--- src/rtl/grey_pkg.sv ---
// Types and helpers shared by both ends of the grey counter link.
package grey_pkg;

    typedef enum logic [1:0] {WARM, HUNT, LOCKED} state_e;
    typedef enum logic [1:0] {IDLE, UP, DOWN, JUMP} step_e;

    localparam logic [1:0] SEL_STATUS = 2'd0;
    localparam logic [1:0] SEL_BCD_LO = 2'd1;
    localparam logic [1:0] SEL_BCD_HI = 2'd2;
    localparam logic [1:0] SEL_ERR    = 2'd3;

    localparam logic [1:0] WARM_LAST = 2'd2;
    localparam logic [3:0] BCD_MAX   = 4'd9;
    localparam int         GW        = 32;

    // Zero-extended high bits contribute nothing to the prefix XOR, so one
    // fixed-width routine serves any narrower Gray width.
    function automatic logic [GW-1:0] gray2bin(input logic [GW-1:0] g);
        logic [GW-1:0] b;
        b[GW-1] = g[GW-1];
        for (int i = GW - 2; i >= 0; i--) begin
            b[i] = b[i+1] ^ g[i];
        end
        return b;
    endfunction

endpackage

--- src/rtl/grey_rx_bcd_digit.sv ---
// One BCD digit of the up/down step counter; digits ripple via carry_i/carry_o.
module bcd_updown_digit
    import grey_pkg::*;
(
    input  logic       clk_i,
    input  logic       rst_i,
    input  logic       inc_i,
    input  logic       dec_i,
    input  logic       carry_i,
    output logic       carry_o,
    output logic [3:0] digit_o
);

    logic [3:0] digit_q, digit_d;

    // carry_i enables this digit; carry_o is a carry when counting up and a borrow when counting down.
    always_comb begin
        digit_d = digit_q;
        carry_o = 1'b0;
        if (carry_i && inc_i) begin
            if (digit_q == BCD_MAX) begin
                digit_d = 4'd0;
                carry_o = 1'b1;
            end else begin
                digit_d = digit_q + 4'd1;
            end
        end else if (carry_i && dec_i) begin
            if (digit_q == 4'd0) begin
                digit_d = BCD_MAX;
                carry_o = 1'b1;
            end else begin
                digit_d = digit_q - 4'd1;
            end
        end
    end

    always_ff @(posedge clk_i) begin
        if (rst_i) digit_q <= 4'd0;
        else       digit_q <= digit_d;
    end

    assign digit_o = digit_q;

endmodule

--- src/rtl/grey_rx.sv ---
// Gray-code link receiver: synchronise, decode, classify steps, lock, count in BCD.
module grey_rx
    import grey_pkg::*;
#(
    parameter int W      = 6,
    parameter int DIGITS = 4,
    parameter int LOCK_N = 4
) (
    input  logic         i_clk,
    input  logic         i_rst,
    input  logic [W-1:0] i_gray,
    input  logic [1:0]   i_sel,
    output logic [7:0]   o_out
);

    logic [W-1:0] s1_q, s2_q, prev_q, bin, diff;
    step_e        step;
    state_e       state_q, state_d;
    logic [1:0]   warm_q, warm_d;
    logic [3:0]   lock_q, lock_d;
    logic         bcd_inc, bcd_dec, jump_err, legal;
    logic [7:0]   err_cnt_q, out_q, out_d;
    logic         err_sticky_q, dir_q, locked;
    logic [DIGITS:0]     carry;
    logic [4*DIGITS-1:0] bcd;
    logic [5:0]   bin6;
    logic [7:0]   bcd_hi;
    logic         wrap_unused;

    assign bin  = W'(gray2bin(GW'(s2_q)));
    assign diff = bin - prev_q;

    always_comb begin
        if (diff == '0)           step = IDLE;
        else if (diff == W'(1))   step = UP;
        else if (diff == '1)      step = DOWN;
        else                      step = JUMP;
    end

    always_ff @(posedge i_clk) begin
        if (i_rst) begin
            state_q <= WARM;
            warm_q  <= 2'd0;
            lock_q  <= 4'd0;
        end else begin
            state_q <= state_d;
            warm_q  <= warm_d;
            lock_q  <= lock_d;
        end
    end

    always_comb begin
        state_d = state_q;
        warm_d  = warm_q;
        lock_d  = lock_q;
        case (state_q)
            WARM: begin
                warm_d = warm_q + 2'd1;
                if (warm_q == WARM_LAST) state_d = HUNT;
            end
            HUNT: begin
                if (step == UP || step == DOWN) begin
                    lock_d = lock_q + 4'd1;
                    if (lock_q == 4'(LOCK_N - 1)) state_d = LOCKED;
                end else if (step == JUMP) begin
                    lock_d = 4'd0;
                end
            end
            LOCKED: begin
                if (step == JUMP) begin
                    state_d = HUNT;
                    lock_d  = 4'd0;
                end
            end
            default: state_d = WARM;
        endcase
    end

    // Warm-up only primes prev; steps are acted on from HUNT onward.
    always_comb begin
        bcd_inc  = 1'b0;
        bcd_dec  = 1'b0;
        jump_err = 1'b0;
        legal    = 1'b0;
        if (state_q != WARM) begin
            jump_err = (step == JUMP);
            legal    = (step == UP) || (step == DOWN);
        end
        if (state_q == LOCKED) begin
            bcd_inc = (step == UP);
            bcd_dec = (step == DOWN);
        end
    end

    assign carry[0] = bcd_inc | bcd_dec;
    for (genvar k = 0; k < DIGITS; k++) begin : g_digit
        bcd_updown_digit u_digit (
            .clk_i   (i_clk),
            .rst_i   (i_rst),
            .inc_i   (bcd_inc),
            .dec_i   (bcd_dec),
            .carry_i (carry[k]),
            .carry_o (carry[k+1]),
            .digit_o (bcd[4*k +: 4])
        );
    end
    // Carry out of the top digit is dropped, giving the all-9/all-0 wrap.
    assign wrap_unused = carry[DIGITS];

    always_ff @(posedge i_clk) begin
        if (i_rst) begin
            s1_q         <= '0;
            s2_q         <= '0;
            prev_q       <= '0;
            err_cnt_q    <= 8'd0;
            err_sticky_q <= 1'b0;
            dir_q        <= 1'b0;
            out_q        <= 8'd0;
        end else begin
            s1_q   <= i_gray;
            s2_q   <= s1_q;
            prev_q <= bin;
            out_q  <= out_d;
            if (legal) dir_q <= (step == UP);
            if (jump_err) begin
                err_sticky_q <= 1'b1;
                if (err_cnt_q != 8'hFF) err_cnt_q <= err_cnt_q + 8'd1;
            end
        end
    end

    if (W >= 6) begin : g_bin_trunc
        assign bin6 = bin[5:0];
    end else begin : g_bin_ext
        assign bin6 = {{(6 - W){1'b0}}, bin};
    end

    if (DIGITS >= 4) begin : g_hi
        assign bcd_hi = bcd[15:8];
    end else begin : g_no_hi
        assign bcd_hi = 8'd0;
    end

    assign locked = (state_q == LOCKED);

    always_comb begin
        case (i_sel)
            SEL_STATUS: out_d = {locked, err_sticky_q, bin6};
            SEL_BCD_LO: out_d = bcd[7:0];
            SEL_BCD_HI: out_d = bcd_hi;
            SEL_ERR:    out_d = {dir_q, err_cnt_q[6:0]};
            default:    out_d = 8'd0;
        endcase
    end

    assign o_out = out_q;

endmodule
--- config.mk ---
export PLATFORM = sky130hd
export DESIGN_NAME = grey_rx
export DESIGN_NICKNAME = d
export VERILOG_FILES = /design/src/rtl/grey_pkg.sv /design/src/rtl/grey_rx_bcd_digit.sv /design/src/rtl/grey_rx.sv
export SDC_FILE = /design/constraint.sdc
export NUM_CORES = 1
export LEC_CHECK = 0
export CAP_MARGIN = 20
export CORE_MARGIN = 10
export CORE_UTILIZATION = 29
export CTS_CLUSTER_SIZE = 16
export DETAILED_ROUTE_END_ITERATION = 10
export PLACE_DENSITY = 0.45
export SYNTH_ARGS = -nofsm -noshare
export SYNTH_HDL_FRONTEND = slang
export SYNTH_SLANG_ARGS = --single-unit
--- constraint.sdc ---
create_clock -name i_clk -period 5.24 [get_ports i_clk]
set_clock_uncertainty 0.05 [all_clocks]
set_input_delay 1.048 -clock i_clk [delete_from_list [all_inputs] [get_ports i_clk]]
set_output_delay 1.048 -clock i_clk [all_outputs]
set_load 0.03 [all_outputs]
Word-level counts from Yosys, hierarchy flattened
Index checks and enable logic that the tools add are counted.
{"block": "word_totals", "regBits": 60, "out_inout_bits": 8}
{"block": "classes", "n_addsub": 12, "eq_ne": 21, "muxes": 44, "bitwise": 6, "reduce_logical": 24}
{"cell": "2-to-1 mux 4 bit", "count": 18}
{"cell": "case mux 8 bit (4 select lines)", "count": 1}
{"cell": "adder 4 x 1 -> 4 bit, second input constant", "count": 5}
{"cell": "2-to-1 mux 1 bit", "count": 17}
{"cell": "== test 4 bit, second input constant", "count": 4}
{"cell": "zero test 4 bit", "count": 4}
{"cell": "subtractor 4 x 1 -> 4 bit, second input constant", "count": 4}
{"cell": "== test 2 bit, second input constant", "count": 6}
{"cell": "2-to-1 mux 2 bit", "count": 6}
{"cell": "nonzero test 2 bit", "count": 6}
{"cell": "adder 8 x 1 -> 8 bit, second input constant", "count": 1}
{"cell": "logical AND 1 bit", "count": 8}
{"cell": "inequality test 8 bit, second input constant", "count": 1}
{"cell": "case mux 4 bit (2 select lines)", "count": 1}
{"cell": "== test 2 x 1 -> 1 bit, second input constant", "count": 3}
{"cell": "== test 6 x 1 -> 1 bit, second input constant", "count": 1}
{"cell": "== test 6 bit, second input constant", "count": 1}
{"cell": "zero test 6 bit", "count": 1}
{"cell": "inequality test 2 bit, second input constant", "count": 3}
{"cell": "case mux 2 bit (3 select lines)", "count": 1}
{"cell": "subtractor 6 bit", "count": 1}
{"cell": "XOR 1 bit", "count": 5}
{"cell": "== test 4 x 2 -> 1 bit, second input constant", "count": 1}
{"cell": "zero test 2 bit", "count": 2}
{"cell": "6 further kinds", "count": 6}

Longest topological paths before layout
{"block": "depth", "depth_word": 25, "mapped_depth": 20}

Modules after synthesis
From an unflattened synthesis, not the netlist that was laid out.
{"block": "unflattened", "cells_unflattened": 390, "hier_area_um2": 3439.5}
{"mod": "grey_rx", "n_inst": 1, "cells_each": 222, "area_each_um2": 2158.3}
{"mod": "bcd_updown_digit", "n_inst": 4, "cells_each": 42, "area_each_um2": 320.3}

Least setup slack after synthesis
Ideal clock, no wire load.
{"block": "synth_timing", "path_kind": "reg-to-reg", "from": "reg s2_q[5]", "to": "reg g_digit[3].u_digit.digit_q[1]", "setup_time_ns": 0.070, "arrival_ns": 4.499, "t_required_ns": 5.120, "path_slack_ns": 0.621, "path_stages_with_launch": 20, "synth_period_minus_slack_ns": 4.619, "path_cell_list": "dfxtp_1 > xor2_1 > xnor2_2 > xor2_1 > inv_1 > ha_1 > inv_1 > fa_1 > a21o_1 > a21oi_1 > xnor2_1 > or4_1 > mux2_2 > ha_1 > buf_6 > nor4bb_1 > nor3b_4 > o211ai_2 > or3_1 > a21oi_1"}
{"block": "synth_via", "elab_chain_cells": 24}
{"item": "start, declared", "line": "grey_rx.sv:16", "text": "logic [W-1:0] s1_q, s2_q, prev_q, bin, diff;"}
{"item": "start signal, assigned", "line": "grey_rx.sv:121", "text": "s2_q <= s1_q;"}
{"item": "XOR 1 bit (*)", "line": "grey_pkg.sv:22", "text": "b[i] = b[i+1] ^ g[i];"}
{"item": "named net bin[4]", "line": "grey_rx.sv:16"}
{"item": "XOR 1 bit (4 in a row)", "line": "grey_pkg.sv:22"}
{"item": "subtractor 6 bit (*)", "line": "grey_rx.sv:31", "text": "assign diff = bin - prev_q;"}
{"item": "== test 6 bit", "line": "grey_rx.sv:36", "text": "else if (diff == '1) step = DOWN;"}
{"item": "2-to-1 mux 1 bit", "line": "grey_rx.sv:36"}
{"item": "2-to-1 mux 2 bit", "line": "grey_rx.sv:35", "text": "else if (diff == W'(1)) step = UP;"}
{"item": "2-to-1 mux 2 bit (*)", "line": "grey_rx.sv:34", "text": "if (diff == '0) step = IDLE;"}
{"item": "[... 6 more ...]"}
{"item": "logical AND 1 bit", "line": "grey_rx_bcd_digit.sv:27", "text": "end else if (carry_i && dec_i) begin"}
{"item": "2-to-1 mux 1 bit", "line": "grey_rx_bcd_digit.sv:27"}
{"item": "2-to-1 mux 1 bit", "line": "grey_rx_bcd_digit.sv:20", "text": "if (carry_i && inc_i) begin"}
{"item": "logical AND 1 bit", "line": "grey_rx_bcd_digit.sv:27"}
{"item": "2-to-1 mux 1 bit", "line": "grey_rx_bcd_digit.sv:27"}
{"item": "2-to-1 mux 1 bit", "line": "grey_rx_bcd_digit.sv:20"}
{"item": "logical AND 1 bit, on equally long branches", "line": "grey_rx_bcd_digit.sv:20, grey_rx_bcd_digit.sv:27"}
{"item": "2-to-1 mux 4 bit or nonzero test 2 bit (tied branches)"}
{"item": "end signal, assigned", "line": "grey_rx_bcd_digit.sv:39", "text": "else digit_q <= digit_d;"}
{"item": "end, declared", "line": "grey_rx_bcd_digit.sv:14", "text": "logic [3:0] digit_q, digit_d;"}
Mark *: on every way through the listed nets, which the timed path passes. The rest lies on a longest branch.
A chain may end at the register's enable or synchronous reset.

Worst setup path after layout
{"block": "layout_timing", "from": "reg s2_q[5]", "to": "reg g_digit[2].u_digit.digit_q[3]"}
{"block": "layout_via", "elab_chain_cells": 21}
{"item": "XOR 1 bit (*)", "line": "grey_pkg.sv:22"}
{"item": "named net bin[4]", "line": "grey_rx.sv:16"}
{"item": "XOR 1 bit (4 in a row)", "line": "grey_pkg.sv:22"}
{"item": "subtractor 6 bit (*)", "line": "grey_rx.sv:31"}
{"item": "== test 6 bit", "line": "grey_rx.sv:36"}
{"item": "2-to-1 mux 1 bit", "line": "grey_rx.sv:36"}
{"item": "2-to-1 mux 2 bit", "line": "grey_rx.sv:35"}
{"item": "2-to-1 mux 2 bit (*)", "line": "grey_rx.sv:34"}
{"item": "[... 3 more ...]"}
{"item": "logical AND 1 bit", "line": "grey_rx_bcd_digit.sv:27"}
{"item": "2-to-1 mux 1 bit", "line": "grey_rx_bcd_digit.sv:27"}
{"item": "2-to-1 mux 1 bit", "line": "grey_rx_bcd_digit.sv:20"}
{"item": "logical AND 1 bit", "line": "grey_rx_bcd_digit.sv:27"}
{"item": "2-to-1 mux 1 bit", "line": "grey_rx_bcd_digit.sv:27"}
{"item": "2-to-1 mux 1 bit", "line": "grey_rx_bcd_digit.sv:20"}
{"item": "logical AND 1 bit, on equally long branches", "line": "grey_rx_bcd_digit.sv:20, grey_rx_bcd_digit.sv:27"}
{"item": "2-to-1 mux 4 bit or nonzero test 2 bit (tied branches)"}
{"item": "end signal, assigned", "line": "grey_rx_bcd_digit.sv:39"}
{"item": "end, declared", "line": "grey_rx_bcd_digit.sv:14"}
Marks and branches as above.

==> run summary <==
First-pass GRT wire length: 12800 um
Register area share after synthesis: 35.2%
Register area: 0.00120 mm2
Core ar.: 0.0115 mm2
Distinct cells, synth: 61
GR Overflow Total: 0
P&R area growth vs syn: 16.0%
Multi-input logic area: 0.00201 mm2
Critical-path maximum fanout: 6
Crit path arrival time: 5.07 ns
Share of cells above drive strength 1: 10.6%
Diode count: 0
Clk pin slew, worst setup/hold paths: 0.05 ns
RePlAce Congestion: 0.776
Residual DRC: 0
Ys flop type: dfxtp_1
Core Rows: 39
Critical-path cell list: xor2_2, xnor2_2, xor2_1, inv_1, ha_1, inv_1, fa_1, a21o_1, a21oi_1, xnor2_1, or4_1, mux2_2, ha_1, nor4bb_1, nor3b_4, o21ai_1, or3_1, a21oi_1
Hold WS: 0.382 ns
FF-to-FF path depth: 18
Post-route ant nets: 0
Clk Latency, worst-skew pair: 0.33 ns
Synth top cells by count: dfxtp_1, nor2_1, nor2b_1
Fillers: 1187
CTS buffer count: 9
Status: finished, final reports clean
Async SR Flop Fraction: 0%
Share of the clock period used by the worst path: 92.9%
H-tree Lvls: 3
Power Density: 360 mW/mm2
Mapped cell area: 0.00341 mm2
Synth top area cells: dfxtp_1, ha_1, nor2_1
Tightest Hold Check Type: register to register
Post-CTS Hold Fix Bufs: 0
Clock buffer depth: 2
Min Clock Period, post-route: 4.87 ns
Reg-to-Reg Start: s2_q[5]
DP HPWL: 5580 um
DRT Wirelength: 7710 um
Routed length per placed instance: 14.2 um
CP max stage delay: 0.54 ns
Hold Path Stages: 1
Yosys reg bits: 60
Initial antenna violation count: 0
Synth Net Count: 412
I/O pin count: 18
Total Power: 0.00143 W
Max cap viols: 0
CP required: 5.45 ns
Fin. max-slew vios: 0
Top cell type's share of synthesized area: 35.2%
Critical path's slowest cell: or4_1
IO buf count: 17
Die width: 129 um
Clk root buf: clkbuf_16
Fmax: 0.205 GHz
Peak VDD IR: 0.139 mV
Worst r2r dst: g_digit[2].u_digit.digit_o[3]
Leakage: 1.43 nW
Syn avg cell area: 8.82 um2
DR pass1 iterations: 5
# clock sinks: 60
Cell count after synthesis: 387
Number of global-route vias before repair: 2489
Max-slew headroom: 60.2%
Sink of the worst hold path: s2_q[1]
Worst Setup End Kind: register
RSZ-0062 raised after global routing: false
Flop-to-flop setup slack: 0.37 ns
Avg Vias per Cell: 4.94
Worst path bufs/invs: 2
Measured slew at the worst slew-check pin: 0.595 ns
Hold path start: s1_q[1]
Starting Density: 29.8%
Final nets: 418
Worst setup SP type: register
Via Count: 2673
Die Span Y: 129 um
Setup TNS: 0 ns
Area leader, netlist: dfxtp_1
Largest net degree at the start of global routing: 42
WS Path Type: register to register
# setup viols final: 0
Post-synth EDFFs: 0
YS warnings: 0
DRT iter0 DRCs: 178
Most common cell in the netlist: dfxtp_1
Hold Vio Cnt, Final: 0
CP top delay family: simple AND/OR/NAND/NOR gates
GRT Total Usage: 9.64%
Die footprint: 0.0165 mm2
CTS tree: built
## metrics by stage
stage	instances	area [um2]	worst slack (ns)	utilization [%]
finish	541	3960	0.374	34.6
global route	541	3960	0.0482	34.6
CTS	540	3950	0.209	34.4
detailed placement	524	3640	0.262	31.8
global placement	523	3620	0.366	31.6
floorplan	387	3410	0.621	-
## logic make-up after synthesis
family                     share of synthesized area [%]
and+or+nand+nor                                     23.9
adders and majority gates                           5.72
buffers and inverters                               6.27
xor gates and xnor gates                            6.89
muxes                                               7.77
AOI/OAI and AO/OA                                   14.3
DFF                                                 35.2
## area by class of cell
cell class              instances  share of cell area, %
multi-input cells             285                   50.6
flip-flops and latches         60                   30.3
clock buffers                  12                   6.47
repair buffers                 22                   5.43
well taps                     143                   4.52
inverters                      15                   1.42
clock inverters                 4                   1.20
## metal layers
metal / GRT usage (%) / routed length (um) / vias to the layer above
met3: 2.55 / 224 / 12
met5: 0 / 0 / -
met1: 12.6 / 3910 / 1253
met2: 14.6 / 3430 / 34
met4: 4.13 / 146 / 0
li1: - / - / 1374
## registers in the layout, indices dropped and copies added, names as in the netlist
signal and cells:
s1_q 6, warm_q 2, err_cnt_q 8, dir_q 1
prev_q 6, g_digit.u_digit.digit_o 16, lock_q 4, o_out 8
s2_q 6, state_q 2, err_sticky_q 1
## cells in the final DEF, fill, tap and decap left out, drive strengths merged, types with 7 or more instances in the layout
master / n
a21oi: 18
clkbuf: 12
clkdlybuf4s50: 16
dfxtp: 60
ha: 14
inv: 15
mux2i: 7
mux4: 7
nand2: 20
nand2b: 9
nand3: 8
nand4: 7
nor2: 45
nor2b: 27
nor3: 8
o21ai: 18
or3: 7
xnor2: 13
xor2: 13
## worst max-delay path by stage
stage                        from                       endpoint  slack [ns]  cells past startpoint
after floorplan           s2_q[5]  g_digit[3].u_digit.digit_o[1]        0.62                     19
after global placement    s2_q[5]  g_digit[3].u_digit.digit_o[1]        0.37                     18
after detailed placement  s2_q[5]  g_digit[2].u_digit.digit_o[3]        0.26                     18
after CTS                 s2_q[5]  g_digit[2].u_digit.digit_o[3]        0.21                     18
after global routing      s2_q[5]  g_digit[3].u_digit.digit_o[3]        0.05                     18
final                     s2_q[5]  g_digit[2].u_digit.digit_o[3]        0.37                     18
## repair_timing
item | CTS | global route
buffers inserted | 0 | 1
resized for setup | 0 | 1
setup endpoints to repair | 0 | 4
## where the power goes
| part | switching [W] | total, W | internal, W |
|---|---|---|---|
| Combinational | 0.000174 | 0.000310 | 0.000137 |
| Sequential | 0.0000238 | 0.000515 | 0.000491 |
| Clock | 0.000209 | 0.000601 | 0.000392 |
Power figures use the tool's default switching activity.
